## src/rtl/uart_rx.sv

```systemverilog
// 8N1 UART receiver: two-flop synchronizer, falling-edge start detection,
// mid-bit sampling with a baud down-counter, and a sticky ready/framing-error pair.
module uart_rx #(
    parameter int BAUD_DIV = 2604
) (
    input  logic       clk,
    input  logic       rst_n,
    input  logic       RX,
    input  logic       clr_rdy,
    output logic [7:0] rx_data,
    output logic       rdy,
    output logic       frm_err
);

    localparam int CW = $clog2(BAUD_DIV + 1);
    localparam logic [CW-1:0] HALF = CW'(BAUD_DIV / 2);
    localparam logic [CW-1:0] FULL = CW'(BAUD_DIV);

    typedef enum logic {
        IDLE,
        RCV
    } state_t;

    state_t        state_reg, state_next;
    logic          sync1_reg, sync2_reg, prev_reg;
    logic [CW-1:0] baud_cnt_reg, baud_cnt_next;
    logic [3:0]    bit_cnt_reg, bit_cnt_next;
    logic [7:0]    shift_reg, shift_next;
    logic [7:0]    rx_data_reg, rx_data_next;
    logic          rdy_reg, rdy_next;
    logic          frm_err_reg, frm_err_next;

    logic          fall;
    logic          tick;

    assign fall = prev_reg & ~sync2_reg;
    // The sample fires on the cycle the count runs out, so a load of N
    // places the sample exactly N cycles after the load.
    assign tick = (baud_cnt_reg == CW'(1));

    always_ff @(posedge clk or negedge rst_n) begin
        if (!rst_n) begin
            state_reg    <= IDLE;
            sync1_reg    <= 1'b1;
            sync2_reg    <= 1'b1;
            prev_reg     <= 1'b1;
            baud_cnt_reg <= '0;
            bit_cnt_reg  <= '0;
            shift_reg    <= '0;
            rx_data_reg  <= '0;
            rdy_reg      <= 1'b0;
            frm_err_reg  <= 1'b0;
        end else begin
            state_reg    <= state_next;
            sync1_reg    <= RX;
            sync2_reg    <= sync1_reg;
            prev_reg     <= sync2_reg;
            baud_cnt_reg <= baud_cnt_next;
            bit_cnt_reg  <= bit_cnt_next;
            shift_reg    <= shift_next;
            rx_data_reg  <= rx_data_next;
            rdy_reg      <= rdy_next;
            frm_err_reg  <= frm_err_next;
        end
    end

    always_comb begin
        state_next    = state_reg;
        baud_cnt_next = baud_cnt_reg;
        bit_cnt_next  = bit_cnt_reg;
        shift_next    = shift_reg;
        rx_data_next  = rx_data_reg;
        rdy_next      = rdy_reg;
        frm_err_next  = frm_err_reg;

        if (clr_rdy) begin
            rdy_next = 1'b0;
        end

        case (state_reg)
            IDLE: begin
                if (fall) begin
                    state_next    = RCV;
                    baud_cnt_next = HALF;
                    bit_cnt_next  = '0;
                    rdy_next      = 1'b0;
                    frm_err_next  = 1'b0;
                end
            end
            RCV: begin
                if (tick) begin
                    baud_cnt_next = FULL;
                    if (bit_cnt_reg == 4'd0) begin
                        // A high start sample means the edge was a glitch.
                        if (sync2_reg) begin
                            state_next = IDLE;
                        end else begin
                            bit_cnt_next = 4'd1;
                        end
                    end else if (bit_cnt_reg <= 4'd8) begin
                        shift_next   = {sync2_reg, shift_reg[7:1]};
                        bit_cnt_next = bit_cnt_reg + 4'd1;
                    end else begin
                        // Completion overrides a coincident clr_rdy.
                        rx_data_next = shift_reg;
                        rdy_next     = 1'b1;
                        frm_err_next = ~sync2_reg;
                        state_next   = IDLE;
                    end
                end else begin
                    baud_cnt_next = baud_cnt_reg - CW'(1);
                end
            end
            default: begin
                state_next = IDLE;
            end
        endcase
    end

    assign rx_data = rx_data_reg;
    assign rdy     = rdy_reg;
    assign frm_err = frm_err_reg;

endmodule

```

## config.mk

```make
export PLATFORM = sky130hd
export DESIGN_NAME = uart_rx
export DESIGN_NICKNAME = d
export VERILOG_FILES = /design/src/rtl/uart_rx.sv
export SDC_FILE = /design/constraint.sdc
export NUM_CORES = 1
export LEC_CHECK = 0
export ABC_AREA = 1
export CAP_MARGIN = 20
export CORE_ASPECT_RATIO = 1.2
export CORE_MARGIN = 1.5
export CORE_UTILIZATION = 30
export CTS_BUF_LIST = sky130_fd_sc_hd__clkbuf_8
export CTS_CLUSTER_DIAMETER = 30
export CTS_CLUSTER_SIZE = 16
export DETAILED_ROUTE_END_ITERATION = 10
export DONT_BUFFER_PORTS = 1
export HOLD_SLACK_MARGIN = 0.08
export PLACE_DENSITY = 0.49
export SKIP_CTS_REPAIR_TIMING = 1
export SLEW_MARGIN = 20
export SYNTH_ARGS = -nofsm -noshare
export SYNTH_HDL_FRONTEND = slang
export SYNTH_SLANG_ARGS = --single-unit
```

## constraint.sdc

```tcl
create_clock -name clk -period 1.97 [get_ports clk]
set_input_delay 0.197 -clock clk [delete_from_list [all_inputs] [get_ports clk]]
set_output_delay 0.197 -clock clk [all_outputs]
set_load 0.01 [all_outputs]
```

==> reports/metrics.cfg <==
[synth]
synthXorXnorAreaFrac_pct = 1.291
yosys-top-cells-area = dfrtp_1, nand2_1, nand3_1, inv_1, dfstp_2
synth.distinct_cells = 23
synth_fa_ha_area_share_pct = 2.459
yosysTopAreaCell = dfrtp_1
syn_inst = 253
synth.area.mux_share_pct = 0
synthSimpleGateAreaFrac_pct = 31.47
yosys.area.top_type_share_pct = 43.02
ys_ff_latch = 38
postSynthAreaPerCell_um2 = 8.046
synth_compound_area_share_pct = 9.219
synth_nets = 261
yosysSeqAreaShare_pct = 46.90
syn_area_um2 = 2036
ys_warn_count = 0
synth_top_family_by_area = simple AND/OR/NAND/NOR gates

[routing]
routed_wl_um = 4107
drt_first_pass_iters = 4
drt_iter0_drc = 77
avgViaCountPerCell = 4.470
drt-wirelength-per-cell_um = 11.84
num_vias = 1551
drc = 0
final_antenna_net_count = 0

[global_route]
grt_pass1_wl_um = 7396
grt_antenna_before_repair = 0
track_usage_pct = 12.94
grt_max_degree = 39
grt-ovfl-total = 0
grt_pass1_vias = 1589

[final_layout]
fin_util_pct = 35.51
fin_nets = 269
drive_gt1_share_pct = 16.03
area_growth_pct = 13.15
largest_register_ffs = 12
n_antenna_cell = 0

[power_and_ir_drop]
p_per_area_nw_per_um2 = 1193
p_leak_nw = 1.096
max-vdd-ir-drop_v = 0.0004743

[setup_path]
path_max_fanout = 16
crit_family = simple AND/OR/NAND/NOR gates
critPathMaxStageDelay_ps = 450
crit_chain = inv_1 -> ha_1 -> nand2_1 -> nand2_2 -> nor2_4 -> nand3_4 -> nand2_1 -> o21ai_2
crit_path_frequent_cell = nand2_1
cp.arrival_ps = 1780
critPathCaptureType = flop
cp-start-kind = flop
worst-path-buf-inv = 1
slowest_stage = dfrtp_1
crit_type = reg -> reg
crit_required_ps = 2150

[min_path]
holdCritPathClass = reg -> reg

[floorplanning]
coreArea_um2 = 6486
start_util_pct = 31.39
die-area_um2 = 7291
die_w_um = 78.20
num_io_pins = 14
rows = 32
die_h_um = 93.24

[cts]
cts_tree = done
clk_pin_slew_worst_paths_ps = 70
clkSinkCount = 38
cts_max_path_buffers = 2
ctsRootBufferMaster = clkbuf_8
cts_buffers = 5
clk_latency_ps = 290
htreeDepth = 2

[timing]
worst_pin_slew_ps = 307.9
maxSlewHeadroom_pct = 79.42
setup_violations = 0
fin_crit_ps = 1608
finalHoldViolCount = 0
setup_tns_ps = 0
grt_setup_unrepaired = false
max_freq_mhz = 622.1
maxSlewViolCount = 0
clock-skew-final_ps = 7.945
fin_crit_sh_pct = 81.60

[placed_design]
numPortBuffers = 0
gp_congestion = 0.7748
post-dp-hpwl_um = 2985

[job]
max_cap_viol_count = 0

[run_status]
outcome = completed

==> stage by stage <==
stage / instance area (µm²) / total power (W) / hold slack (ps) / cells / worst slack, ps
after floorplan: 2036 / 0.001755 / -98.59 / 253 / 546.4
final: 2303 / 0.002748 / 357.5 / 347 / 362.5
after global placement: 2108 / 0.001934 / -97.21 / 335 / 350.4
after detailed placement: 2108 / 0.001932 / -96.91 / 335 / 347.8
after global routing: 2303 / 0.002984 / 364.7 / 347 / 188.2
after CTS: 2246 / 0.002758 / -418.2 / 343 / 347.1
==> synth_stat cells, drive strengths merged <==
library cell  instances
a21oi                 5
buf                   4
clkbuf                1
dfrtp                35
dfstp                 3
ha                    4
inv                  34
nand2                84
nand3                29
nand4                 3
nor2                 23
o21ai                22
o21bai                3
xnor2                 1
xor2                  2
==> cells by family (layout without fill, tap and decap cells) <==
family	after synthesis	count (layout)
AND/OR/NAND/NOR	139	139
buffers and inverters	39	48
flip-flops	38	38
AO/OA/AOI/OAI	30	30
adder cells (fa/ha/maj)	4	4
XOR/XNOR	3	3
==> layout make-up <==
cell class | count | area [µm²]
clock buffer | 5 | 68.82
tap | 85 | 106.4
multi-input combinational | 176 | 904.6
fill | 703 | 4183
clock inverter | 3 | 68.82
sequential | 38 | 954.7
timing repair buffer | 6 | 72.57
inverter | 34 | 127.6
==> cells in the final DEF (no fill, tap or decap), drive strengths merged <==
cell type,Yosys,routed
a21oi,5,5
bufinv,0,2
xor2,2,2
ha,4,4
inv,34,34
nand4,3,3
clkinv,0,1
nand2,84,84
clkbuf,1,5
o21ai,22,22
dfstp,3,3
xnor2,1,1
dfrtp,35,35
o21bai,3,3
dlygate4sd3,0,3
buf,4,3
nand3,29,29
nor2,23,23
==> final timing paths <==
| kind | startpoint | to | slack [ps] | cells past startpoint |
|---|---|---|---|---|
| min | sync1_reg$_DFF_PN1_ | sync2_reg$_DFF_PN1_ | 360 | 0 |
| max | bit_cnt_reg[0]$_DFFE_PN0P_ | rx_data[5]$_DFFE_PN0P_ | 360 | 8 |
| max in group asynchronous | rst_n | prev_reg$_DFF_PN1_ | 1320 | 2 |
| min in group asynchronous | rst_n | baud_cnt_reg[4]$_DFFE_PN0N_ | 390 | 2 |
| min reg2reg | sync1_reg$_DFF_PN1_ | sync2_reg$_DFF_PN1_ | 360 | 0 |
| max reg2reg | bit_cnt_reg[0]$_DFFE_PN0P_ | rx_data[5]$_DFFE_PN0P_ | 360 | 8 |
==> where the power goes <==
| group | internal [W] | switching (W) | total [W] | leakage [nW] |
|---|---|---|---|---|
| Clock | 0.000508 | 0.000300 | 0.000808 | 0.0683 |
| Combinational | 0.000296 | 0.000531 | 0.000827 | 0.538 |
| Sequential | 0.000935 | 0.000178 | 0.00111 | 0.490 |
| Total | 0.00174 | 0.00101 | 0.00275 | 1.10 |
==> layer usage <==
layer,wire length (µm),part of all wire (%),track usage [%],vias up
li1,-,-,-,816
met4,51,1.2,4.018,0
met1,1984,48,16.42,716
met2,1965,48,21.74,13
met3,106,2.6,3.024,6
met5,0,0,0,-
==> worst reg2reg max path: cells and delay by family, from the launching register on <==
family	cells	cell delay, ps
AO/OA/AOI/OAI	1	50
buffers and inverters	1	70
AND/OR/NAND/NOR	5	690
flip-flops	1	450
adder cells (fa/ha/maj)	1	230
No activity file was read; power rests on OpenSTA's default activity.
